<file path="config.mk">
export PLATFORM = sky130hd
export DESIGN_NAME = seg_scan_driver
export DESIGN_NICKNAME = d
export VERILOG_FILES = /design/src/rtl/seg_scan_driver.sv
export SDC_FILE = /design/constraint.sdc
export NUM_CORES = 1
export LEC_CHECK = 0
export CORE_ASPECT_RATIO = 1.25
export CORE_UTILIZATION = 60
export CTS_CLUSTER_SIZE = 25
export DETAILED_ROUTE_END_ITERATION = 10
export PLACE_DENSITY_LB_ADDON = 0.12
export SYNTH_ARGS = -nofsm -noshare
export SYNTH_HDL_FRONTEND = slang
export SYNTH_SLANG_ARGS = --single-unit
export TNS_END_PERCENT = 10
</file>
<file path="constraint.sdc">
create_clock -name clk -period 11 [get_ports clk]
set_clock_uncertainty 0.2 [all_clocks]
set_input_delay 2.75 -clock clk [delete_from_list [all_inputs] [get_ports clk]]
set_output_delay 2.75 -clock clk [all_outputs]
set_load 0.02 [all_outputs]
</file>
<file path="src/rtl/seg_scan_driver.sv">
// Multiplexed N-digit hex seven-segment driver: ghost blanking, blank/blink masks,
// and frame-synchronised double-buffered loads. Define SEG_SCAN_LZB_EN for leading-zero blanking.
module seg_scan_driver #(
  parameter int NUM_DIGITS   = 4,
  parameter int DIV_CNT      = 1000,
  parameter int SLOT_TICKS   = 16,
  parameter int GHOST_TICKS  = 2,
  parameter int BLINK_FRAMES = 64
) (
  input  logic                    clk,
  input  logic                    rst,
  input  logic                    ld,
  input  logic [4*NUM_DIGITS-1:0] din,
  input  logic [NUM_DIGITS-1:0]   blank_mask,
  input  logic [NUM_DIGITS-1:0]   blink_mask,
  output logic [0:6]              seg,
  output logic [NUM_DIGITS-1:0]   anode,
  output logic                    upd_pend,
  output logic                    frame_strobe
);

  localparam int PW = $clog2(DIV_CNT);
  localparam int SW = $clog2(SLOT_TICKS);
  localparam int DW = (NUM_DIGITS > 1) ? $clog2(NUM_DIGITS) : 1;
  localparam int FW = (BLINK_FRAMES > 1) ? $clog2(BLINK_FRAMES) : 1;

  localparam logic [PW-1:0] PRESC_MAX  = PW'(DIV_CNT - 1);
  localparam logic [SW-1:0] SLOT_MAX   = SW'(SLOT_TICKS - 1);
  localparam logic [SW-1:0] GHOST_LAST = SW'(GHOST_TICKS - 1);
  localparam logic [DW-1:0] DIG_MAX    = DW'(NUM_DIGITS - 1);
  localparam logic [FW-1:0] FRM_MAX    = FW'(BLINK_FRAMES - 1);

  typedef enum logic {
    ST_BLANK = 1'b0,
    ST_DRIVE = 1'b1
  } state_t;

  // Scan position; the FSM state lives here so a checker can bind to one signal.
  typedef struct packed {
    state_t          state;
    logic [DW-1:0]   digit;
    logic [SW-1:0]   slot;
  } scan_t;

  function automatic logic [0:6] hex_seg(input logic [3:0] h);
    logic [0:6] s;
    case (h)
      4'h0: s = 7'b0000001;
      4'h1: s = 7'b1001111;
      4'h2: s = 7'b0010010;
      4'h3: s = 7'b0000110;
      4'h4: s = 7'b1001100;
      4'h5: s = 7'b0100100;
      4'h6: s = 7'b0100000;
      4'h7: s = 7'b0001111;
      4'h8: s = 7'b0000000;
      4'h9: s = 7'b0000100;
      4'hA: s = 7'b0001000;
      4'hB: s = 7'b1100000;
      4'hC: s = 7'b0110001;
      4'hD: s = 7'b1000010;
      4'hE: s = 7'b0110000;
      default: s = 7'b0111000;
    endcase
    return s;
  endfunction

  logic [PW-1:0]           presc, presc_nxt;
  scan_t                   scan, scan_nxt;
  logic [4*NUM_DIGITS-1:0] disp, disp_nxt;
  logic [4*NUM_DIGITS-1:0] pend, pend_nxt;
  logic                    upd_nxt;
  logic [FW-1:0]           fcnt, fcnt_nxt;
  logic                    phase, phase_nxt;
  logic                    tick;
  logic                    boundary;
  logic                    show;
  logic [NUM_DIGITS-1:0]   anode_nxt;
  logic [0:6]              seg_nxt;
`ifdef SEG_SCAN_LZB_EN
  logic [DW-1:0]           lz_hi;
`endif

  always_comb begin
    tick      = (presc == PRESC_MAX);
    presc_nxt = tick ? '0 : presc + PW'(1);
    scan_nxt  = scan;
    boundary  = 1'b0;
    if (tick) begin
      if (scan.slot == SLOT_MAX) begin
        scan_nxt.slot  = '0;
        scan_nxt.state = ST_BLANK;
        scan_nxt.digit = (scan.digit == DIG_MAX) ? '0 : scan.digit + DW'(1);
        boundary       = (scan.digit == DIG_MAX);
      end else begin
        scan_nxt.slot = scan.slot + SW'(1);
        if (scan.state == ST_BLANK && scan.slot == GHOST_LAST) begin
          scan_nxt.state = ST_DRIVE;
        end
      end
    end
  end

  // A load coinciding with a boundary still transfers the older pending value.
  always_comb begin
    disp_nxt  = disp;
    pend_nxt  = pend;
    upd_nxt   = upd_pend;
    fcnt_nxt  = fcnt;
    phase_nxt = phase;
    if (boundary) begin
      if (upd_pend) begin
        disp_nxt = pend;
        upd_nxt  = 1'b0;
      end
      if (fcnt == FRM_MAX) begin
        fcnt_nxt  = '0;
        phase_nxt = ~phase;
      end else begin
        fcnt_nxt = fcnt + FW'(1);
      end
    end
    if (ld) begin
      pend_nxt = din;
      upd_nxt  = 1'b1;
    end
  end

  // Pins are computed from next-state so they move exactly on the tick edge.
  always_comb begin
    show = (scan_nxt.state == ST_DRIVE) &&
           !blank_mask[scan_nxt.digit] &&
           !(blink_mask[scan_nxt.digit] && phase_nxt);
`ifdef SEG_SCAN_LZB_EN
    lz_hi = '0;
    for (int k = 0; k < NUM_DIGITS; k++) begin
      if (disp_nxt[4*k +: 4] != 4'd0) lz_hi = DW'(k);
    end
    if (scan_nxt.digit > lz_hi) show = 1'b0;
`endif
    anode_nxt = show ? ~(NUM_DIGITS'(1) << scan_nxt.digit) : '1;
    seg_nxt   = show ? hex_seg(disp_nxt[{scan_nxt.digit, 2'b00} +: 4]) : 7'b1111111;
  end

  always_ff @(posedge clk or posedge rst) begin
    if (rst) begin
      presc        <= '0;
      scan         <= '{state: ST_BLANK, digit: '0, slot: '0};
      disp         <= '0;
      pend         <= '0;
      upd_pend     <= 1'b0;
      fcnt         <= '0;
      phase        <= 1'b0;
      frame_strobe <= 1'b0;
      anode        <= '1;
      seg          <= 7'b1111111;
    end else begin
      presc        <= presc_nxt;
      scan         <= scan_nxt;
      disp         <= disp_nxt;
      pend         <= pend_nxt;
      upd_pend     <= upd_nxt;
      fcnt         <= fcnt_nxt;
      phase        <= phase_nxt;
      frame_strobe <= boundary;
      anode        <= anode_nxt;
      seg          <= seg_nxt;
    end
  end

endmodule

</file>
==> run summary <==
Port bufs: 39
Routability cong.: 0.837
Status: completed
Worst-path maximum fanout: 5
Post-route cell area: 0.00401 sq mm
Relative slew slack: 41.6%
Fraction of registers with async set/reset: 100%
Kind of critical path: in2reg
Worst VDD drop: 0.000119 V
Clock transition at path regs: 70 ps
Min Tclk post-route: 4830 ps
Synth Net Count: 310
Residual DRC: 0
Fin nets: 358
Core footprint: 0.00541 sq mm
Synth warnings: 0
Htree depth: 3
Vias in the first global route: 2,326
Pleak: 1.85 nW
Num CTS Buffers: 9
EDFF count, synth: 0
Via density: 5.77
Clk sinks: 69
Critical path launch point type: primary input
Clk root buf: clkbuf_8
DRT iter0 DRCs: 100
Worst hold stages: 1
Placed cell area: 0.00382 sq mm
# placed instances: 373
Post-Syn Instances: 272
# rows: 30
Max cap viols: 0
Final Slew Violations: 0
Slew @ Worst Pin: 869 ps
R2r setup slk: 6560 ps
Startpoint of the worst hold path: presc[0]$_DFF_PP0_
Avg WL per Cell: 15.8 um
Clk_lat worst skew: 340 ps
Die width: 69 um
Clk buf depth: 2
Initial antenna violation count: 0
Remaining Overflow, GRT: 0
DRT antenna net count: 0
Worst EP required: 11,060 ps
RSZ-0062 raised after global routing: false
Antenna cell count: 0
Fin. Hold Viols: 0
Worst path arrival time: 4890 ps
Starting Density: 62.3%
Met1 Usage GRT: 25.9%
Area leader, netlist: dfrtp_1
# IOs: 40
Top cell type's share of synthesized area: 43.1%
Die area: 0.00592 sq mm
Final setup viols: 0
Ratio of cells with drive above 1 in the final layout: 25.6%
Crit share post-route: 43.9%
Post-synth top flop: dfrtp_1
Layout area overhead: 19.0%
GRT met2 Usage: 41.0%
Post-Route WL: 6.12 mm
Syn Area/Cell: 12.4 sq um
Hold-fix buffers, CTS: 0
Post-Layout Cell Count: 388
Post-CTS Setup Inserts: 0
Hold WC Path Type: reg2reg
Vias: 2,237
Post-synth cell types: 49
First-pass GRT wire length: 10.5 mm
Synthesis-stage register bit count: 69
Setup tns final: 0 ps
Hold Path Sink: presc[0]$_DFF_PP0_
RR Endpoint: seg[3]$_DFF_PP1_
R2R depth: 12
Worst setup EP type: flip-flop
Busiest metal layer after global routing: met2
Resized cells post-CTS: 0
HPWL after DPL: 4.27 mm
Total GRT Usage: 22.7%
Pwr dens: 121 mW/mm^2
Largest net degree at the start of global routing: 70
DR pass1 iterations: 4
F_max: 0.207 GHz
Worst reg2reg path startpoint: presc[0]$_DFF_PP0_
Synth Cell Area: 0.00337 sq mm
CTS tree: built
Synth top area cells: dfrtp_1, mux2_2, dfstp_2
Die height: 85.8 um
Sequential area share after synthesis: 51.7%
Met3 Resource Use GR: 5.64%
final cells by class:
cell class | count | area, sq um
Sequential cell | 69 | 1740
Multi-Input combinational cell | 186 | 1530
Fill cell | 382 | 1400
Timing Repair Buffer | 43 | 420
Clock buffer | 10 | 138
Tap cell | 64 | 80.1
Clock inverter | 5 | 51.3
Inverter | 11 | 41.3
synth_stat cells, drive strengths merged (2+ instances only):
| master | instances |
|---|---|
| a2111oi | 2 |
| a21o | 4 |
| a21oi | 4 |
| a22o | 3 |
| a31oi | 5 |
| and3 | 4 |
| buf | 2 |
| clkbuf | 3 |
| dfrtp | 58 |
| dfstp | 11 |
| ha | 11 |
| inv | 11 |
| mux2 | 43 |
| mux2i | 12 |
| nand2 | 19 |
| nand2b | 3 |
| nand3 | 10 |
| nand4 | 3 |
| nor2 | 19 |
| nor2b | 2 |
| nor3 | 3 |
| nor4 | 4 |
| o211ai | 3 |
| o21ai | 10 |
| o221ai | 2 |
| xnor2 | 5 |
| xor2 | 5 |
cell usage in the layout, fill, tap and decap left out, drive strengths merged, types with 2 or more instances in the layout:
| master | n |
|---|---|
| a2111oi | 2 |
| dfstp | 11 |
| a21o | 4 |
| nand3 | 10 |
| mux2 | 43 |
| xor2 | 5 |
| ha | 11 |
| clkinv | 3 |
| buf | 4 |
| clkbuf | 10 |
| a22o | 3 |
| clkdlybuf4s50 | 39 |
| mux2i | 12 |
| a31oi | 5 |
| nor2b | 2 |
| o211ai | 3 |
| nand2 | 19 |
| inv | 11 |
| xnor2 | 5 |
| dfrtp | 58 |
| nor4 | 4 |
| o21ai | 10 |
| nor2 | 19 |
| and3 | 4 |
| nor3 | 3 |
| a21oi | 4 |
| o221ai | 2 |
| nand2b | 3 |
| nand4 | 3 |
worst max-delay path by stage:
stage | slack (ps) | start | to | cells after the start
3_3_place_gp | 5960 | blank_mask[3] | seg[0]$_DFF_PP1_ | 7
3_5_place_dp | 5820 | blank_mask[1] | seg[0]$_DFF_PP1_ | 7
5_1_grt | 6060 | blank_mask[1] | seg[0]$_DFF_PP1_ | 7
2_1_floorplan | 6330 | rst | disp[0]$_DFF_PP0_ | 1
4_1_cts | 6180 | blank_mask[1] | seg[0]$_DFF_PP1_ | 7
6_report | 6170 | blank_mask[1] | seg[0]$_DFF_PP1_ | 7
layer usage:
layer  wire length [um]  up-vias
met3                162       12
met1               2630     1115
met4                108        0
met2               3220       34
met5                  0        -
li1                   -     1076
metrics by stage:
step | setup WS [ps] | total power, W | hold WS (ps) | util (%)
2_1_floorplan | 6330 | 0.000278 | 248 | -
3_3_place_gp | 5960 | 0.000290 | 268 | 70.6
3_5_place_dp | 5820 | 0.000291 | 284 | 70.6
4_1_cts | 6180 | 0.000491 | 298 | 74.1
5_1_grt | 6060 | 0.000504 | 316 | 74.1
6_report | 6170 | 0.000486 | 291 | 74.1
power breakdown:
part | internal, W | switching [W]
sequential | 0.000260 | 0.00000282
clock | 0.000108 | 0.0000930
combinational | 0.0000139 | 0.00000871
total | 0.000382 | 0.000105
logic make-up (layout without fill, tap and decap cells):
family	after synthesis	count (layout)	share of synthesized area (%)
XOR/XNOR	10	10	2.60
AND/OR/NAND/NOR	70	70	11.6
adder cells (fa/ha/maj)	11	11	4.09
AO/OA/AOI/OAI	40	40	9.14
multiplexers	55	55	18.2
flip-flops	69	69	51.7
buffers and inverters	17	69	2.75
worst max-delay path, stage by stage:
cell             delay, ps
clkdlybuf4s50_1        400
mux2_2                 260
a22o_1                 230
a2111oi_1              480
o211ai_1               330
nor4_1                 360
a311oi_1                70
flip-flops by register name, summed over array words and instances, names as in the netlist:
signal,count
anode,4
frame_strobe,1
presc,10
scan,7
seg,7
disp,16
phase,1
fcnt,6
upd_pend,1
pend,16
(Power assumes the default switching activity.)
